===== src/rtl/event_blinker.sv =====
// Stretches 1-cycle game events into fixed-length LED flashes.
// Events that arrive during a flash are queued in a saturating counter and replayed in order.
//
//   state  | meaning
//   S_IDLE | LED dark; launches a flash when pending != 0
//   S_ON   | LED lit for ON_TICKS ticks
//   S_OFF  | forced dark gap for OFF_TICKS ticks
module event_blinker #(
  parameter int CLK_DIV   = 50000,
  parameter int ON_TICKS  = 200,
  parameter int OFF_TICKS = 100,
  parameter int PEND_W    = 4
) (
  input  logic              CLOCK_50,
  input  logic              reset,
  input  logic              event_i,
  output logic              led,
  output logic              busy,
  output logic [PEND_W-1:0] pending,
  output logic              overflow
);

  localparam int PRE_W  = (CLK_DIV > 1) ? $clog2(CLK_DIV) : 1;
  localparam int TMAX   = (ON_TICKS > OFF_TICKS) ? ON_TICKS : OFF_TICKS;
  localparam int TCK_W  = (TMAX > 1) ? $clog2(TMAX) : 1;
  localparam logic [PEND_W-1:0] PEND_MAX = {PEND_W{1'b1}};

  typedef enum logic [1:0] {S_IDLE, S_ON, S_OFF} state_t;

  state_t             state_q, state_d;
  logic [PRE_W-1:0]   presc_q, presc_d;
  logic [TCK_W-1:0]   tcnt_q, tcnt_d;
  logic [PEND_W-1:0]  pend_q, pend_d;
  logic               led_q, led_d;
  logic               busy_q, busy_d;
  logic               ovf_q, ovf_d;
  logic               tick;
  logic               launch;

  always_ff @(posedge CLOCK_50) begin
    if (reset) begin
      state_q <= S_IDLE;
      presc_q <= '0;
      tcnt_q  <= '0;
      pend_q  <= '0;
      led_q   <= 1'b0;
      busy_q  <= 1'b0;
      ovf_q   <= 1'b0;
    end else begin
      state_q <= state_d;
      presc_q <= presc_d;
      tcnt_q  <= tcnt_d;
      pend_q  <= pend_d;
      led_q   <= led_d;
      busy_q  <= busy_d;
      ovf_q   <= ovf_d;
    end
  end

  always_comb begin
    state_d = state_q;
    presc_d = presc_q;
    tcnt_d  = tcnt_q;
    launch  = 1'b0;
    tick    = (presc_q == PRE_W'(CLK_DIV - 1));

    case (state_q)
      S_IDLE: begin
        presc_d = '0;
        tcnt_d  = '0;
        if (pend_q != '0) begin
          launch  = 1'b1;
          state_d = S_ON;
        end
      end
      S_ON: begin
        presc_d = tick ? '0 : presc_q + PRE_W'(1);
        if (tick) begin
          if (tcnt_q == TCK_W'(ON_TICKS - 1)) begin
            tcnt_d  = '0;
            state_d = S_OFF;
          end else begin
            tcnt_d = tcnt_q + TCK_W'(1);
          end
        end
      end
      S_OFF: begin
        presc_d = tick ? '0 : presc_q + PRE_W'(1);
        if (tick) begin
          if (tcnt_q == TCK_W'(OFF_TICKS - 1)) begin
            tcnt_d  = '0;
            state_d = S_IDLE;
          end else begin
            tcnt_d = tcnt_q + TCK_W'(1);
          end
        end
      end
      default: begin
        presc_d = '0;
        tcnt_d  = '0;
        state_d = S_IDLE;
      end
    endcase
  end

  // An event and a launch in the same cycle cancel out; a dropped event is flagged, never wrapped.
  always_comb begin
    pend_d = pend_q;
    ovf_d  = 1'b0;
    if (event_i && !launch) begin
      if (pend_q == PEND_MAX) begin
        ovf_d = 1'b1;
      end else begin
        pend_d = pend_q + PEND_W'(1);
      end
    end else if (!event_i && launch) begin
      pend_d = pend_q - PEND_W'(1);
    end
    led_d  = (state_d == S_ON);
    busy_d = (state_d != S_IDLE) || (pend_d != '0);
  end

  assign led      = led_q;
  assign busy     = busy_q;
  assign pending  = pend_q;
  assign overflow = ovf_q;

endmodule

===== config.mk =====
export PLATFORM = sky130hd
export DESIGN_NAME = event_blinker
export DESIGN_NICKNAME = d
export VERILOG_FILES = /design/src/rtl/event_blinker.sv
export SDC_FILE = /design/constraint.sdc
export NUM_CORES = 1
export LEC_CHECK = 0
export ABC_AREA = 1
export CAP_MARGIN = 20
export CORE_ASPECT_RATIO = 2
export CORE_UTILIZATION = 50
export DETAILED_ROUTE_END_ITERATION = 10
export PLACE_DENSITY = 0.69
export SLEW_MARGIN = 20
export SYNTH_ARGS = -nofsm -noshare
export SYNTH_HDL_FRONTEND = slang
export SYNTH_SLANG_ARGS = --single-unit

===== constraint.sdc =====
create_clock -name CLOCK_50 -period 5.4 [get_ports CLOCK_50]
set_clock_uncertainty 0.2 [all_clocks]
set_input_delay 1.08 -clock CLOCK_50 [delete_from_list [all_inputs] [get_ports CLOCK_50]]
set_output_delay 1.08 -clock CLOCK_50 [all_outputs]
set_load 0.02 [all_outputs]

==> flow_summary_export.csv <==
group,metric,value,unit
run_status,status,"completed",
synth,avgSynthCellArea,7.11,um2
timing,period_share,50.1,%
pwr,power.density,422,nW/um2
global_routing,first_global_vias,1508,
final_layout,register_area,661,um2
route,vias,1591,
setup_path,path_max_fanout,16,
synth,synth_xor_area_share,2.86,%
final_layout,layout_common_cells,"61 x nand2_1, 33 x dfxtp_1, 30 x nor2_1",
timing,min_period,2700,ps
pwr,seq_power_share,33.5,%
global_routing,grt.total_usage,21.5,%
final_layout,layout.nets,282,
pwr,p_leak,0.827,nW
setup_path,r2r_slack,3370,ps
setup_path,cp-endpoint,"presc_q[8]",
clock_network,cts.sinks,33,
final_layout,syn_to_final_growth,13.8,%
floorplan,io_pins,10,
worst_hold_path,hold_path_depth,1,
synth,synthesis.area,1830,um2
global_routing,grt_start_max_net_pins,17,
global_routing,grt_pass1_wl,6160,um
route,drt_iter0_drc,36,
setup_path,worstSetupEndpointType,"flop",
setup_path,slowest_stage,"clkdlybuf4s50_1",
setup_path,path_cells,"clkdlybuf4s50_1 > inv_1 > nand3_2 > o21bai_1 > a21oi_1",
synth,post_synth_num_cell_types,34,
route,drt_wl_total,3540,um
synth,yosysTopAreaCell,"dfxtp_1",
synth,synth_compound_area_share,10.6,%
synth,synth_simple_gate_area_share,38.3,%
setup_path,slowest_delay,730,ps
synth,syn_inst,258,
timing,worst_pin_slew,642,ps
final_layout,instances_no_fill,320,
clock_network,cts_buffers,5,
synth,syn_nets,269,
synth,ys_seq_area_share,36.0,%
setup_path,r2r-end,"busy",
synth,ys_warn_count,0,
timing,fin_setup_tns,0,ps
route,wl_per_cell,11.1,um
setup_path,critical-path-top-delay-family,"buffers and inverters",
pwr,ir_worst_vdd,329,uV
route,firstDrtPassIters,4,
synth,netlist.area_leader.share,36.0,%
clock_network,cts_max_path_buffers,2,
synth,ys_top_cells_by_area,"dfxtp_1 36%, nand2_1 12%, nor2_1 6.1%, nand3_1 5.7%, ha_1 5.5%",
clock_network,post_cts_buffers,0,
pwr,pwr-share-comb,39.9,%
place,dp.cells,312,
global_routing,antenna_found_initial,0,
final_layout,final_common_cell,"nand2_1",
timing,relSlewSlack,57.0,%
clock_network,cts_tree,"built",
pwr,pwr-share-clk,26.5,%
final_layout,multi_input_area,1050,um2
place,io_buffers,9,
floorplan,die_w,44.8,um
pwr,power,0.000881,W
clock_network,clk_pin_slew,70,ps
clock_network,insertion_delay,280,ps
final_layout,num-fill-cells,347,
synth,synth_adder_area_share,5.46,%
worst_hold_path,min_path_type,"flop to flop",
synth,ys_ff_latch,33,
pwr,p_int,0.000554,W
final_layout,drive_gt1_share,11.8,%
clock_network,cts_root_buf,"clkbuf_8",
setup_path,startpoint,"reset",
floorplan,die_area,3930,um2
final_layout,n_antenna_cell,0,
setup_path,critPathKind,"input pin to flop",
flow_run,cap_violations,0,
setup_path,critPathBufInv,2,
route,drcViolationCount,0,
timing,setup_viol,0,
final_layout,post-route-util,60.5,%
synth,synth_top_family_by_area,"simple AND/OR/NAND/NOR gates",
setup_path,cp_num_cells,5,
timing,slew_violations,0,
synth,synth.area.mux_share,0,%
setup_path,r2r_start,"pending[0]",
clock_network,htreeDepth,2,
setup_path,reg2regPathDepth,12,
setup_path,critPathRequiredTime,5410,ps
place,place_hpwl,2840,um
route,vias_per_cell,4.97,
setup_path,start_kind,"input pin",
floorplan,die_y,87.7,um
pwr,power_switching,0.000327,W
floorplan,start_util,53.1,%
clock_network,cts_resized,0,
route,ant_nets,0,
global_routing,grt_overflow_total,0,
timing,hold_viol,0,
floorplan,coreArea,3450,um2
timing,fmaxAchievable,370,MHz
floorplan,num_rows,30,
place,routabilityCongestion,0.876,
pwr,p_sw_share,37.1,%
clock_network,cts-hold-fix-buffers,0,
timing,rsz0062_at_grt,"false",
setup_path,worstPathArrival,2720,ps
[cell type report]
type,count,share of cell area [%]
clock buffers,7,4.13
multi-input cells,192,50.2
flip-flops and latches,33,31.6
clock inverters,1,1.44
well taps,48,2.88
repair buffers,9,4.31
inverters,30,5.39
[cell families (layout without fill, tap and decap cells)]
logic type / after synthesis / count (layout)
simple gates: 147 / 147
buf+inv: 33 / 47
xor+xnor: 6 / 6
flops: 33 / 33
compound gates: 31 / 31
fa+ha+maj: 8 / 8
[stage by stage]
| step | area (um2) | hold WS (ps) | worst slack (ps) |
|---|---|---|---|
| 3_5_place_dp | 1970 | 250 | 2390 |
| 2_1_floorplan | 1830 | 218 | 3280 |
| 6_report | 2090 | 256 | 2700 |
| 5_1_grt | 2090 | 272 | 2530 |
| 4_1_cts | 2090 | 265 | 2680 |
| 3_3_place_gp | 1970 | 240 | 2420 |
[power by group through the flow]
| stage | clock network, W | logic, W | registers, W |
|---|---|---|---|
| floorplan | 0 | 0.000240 | 0.000319 |
| global placement | 0 | 0.000354 | 0.000302 |
| detailed placement | 0 | 0.000355 | 0.000302 |
| CTS | 0.000241 | 0.000356 | 0.000297 |
| global route | 0.000251 | 0.000403 | 0.000300 |
| finish | 0.000234 | 0.000352 | 0.000296 |
[flip-flops by register name, indices dropped and copies added (netlist names)]
signal    count
pending       4
tcnt_q        8
overflow      1
presc_q      16
state_q       2
led           1
busy          1
[how the worst min path moves through the flow]
stage / from / end / slack [ps]
global route: presc_q[0] / presc_q[0] / 270
global placement: presc_q[0] / presc_q[0] / 240
detailed placement: presc_q[0] / presc_q[0] / 250
floorplan: presc_q[0] / presc_q[0] / 220
CTS: presc_q[0] / presc_q[0] / 260
finish: presc_q[0] / presc_q[0] / 260
[synthesized netlist by cell type]
| cell | n |
|---|---|
| clkbuf_1 | 2 |
| clkinv_1 | 1 |
| xor2_1 | 4 |
| buf_2 | 1 |
| nand4_1 | 5 |
| a31oi_1 | 1 |
| and3_1 | 1 |
| nand2_2 | 3 |
| or2_0 | 1 |
| inv_2 | 5 |
| a21oi_2 | 3 |
| ha_1 | 8 |
| o21ai_1 | 1 |
| nor2_4 | 1 |
| nor3b_1 | 4 |
| nand2_1 | 61 |
| dfxtp_1 | 33 |
| xnor2_1 | 2 |
| inv_1 | 24 |
| nor2_1 | 30 |
| nor2_2 | 5 |
| nor3_1 | 7 |
| nor3_2 | 1 |
| o21ai_0 | 3 |
| o21bai_1 | 1 |
| a211oi_1 | 2 |
| nor3b_2 | 3 |
| o21a_1 | 3 |
| nand3_2 | 2 |
| and3_4 | 1 |
| nand3_1 | 21 |
| o21ai_4 | 1 |
| and2_1 | 1 |
| a21oi_1 | 16 |
[worst reg2reg max path: cells and delay by family (launching register included)]
family / cells / cell delay, ps
flip-flops: 1 / 450
buffers and inverters: 2 / 160
adder cells (fa/ha/maj): 1 / 260
AND/OR/NAND/NOR: 9 / 820
[metal layers]
metal,routed length (um),GRT usage [%]
met5,0,0
met4,97,12.7
met3,52,3.51
met2,2090,42.0
met1,1310,19.1
(Power assumes the default switching activity.)
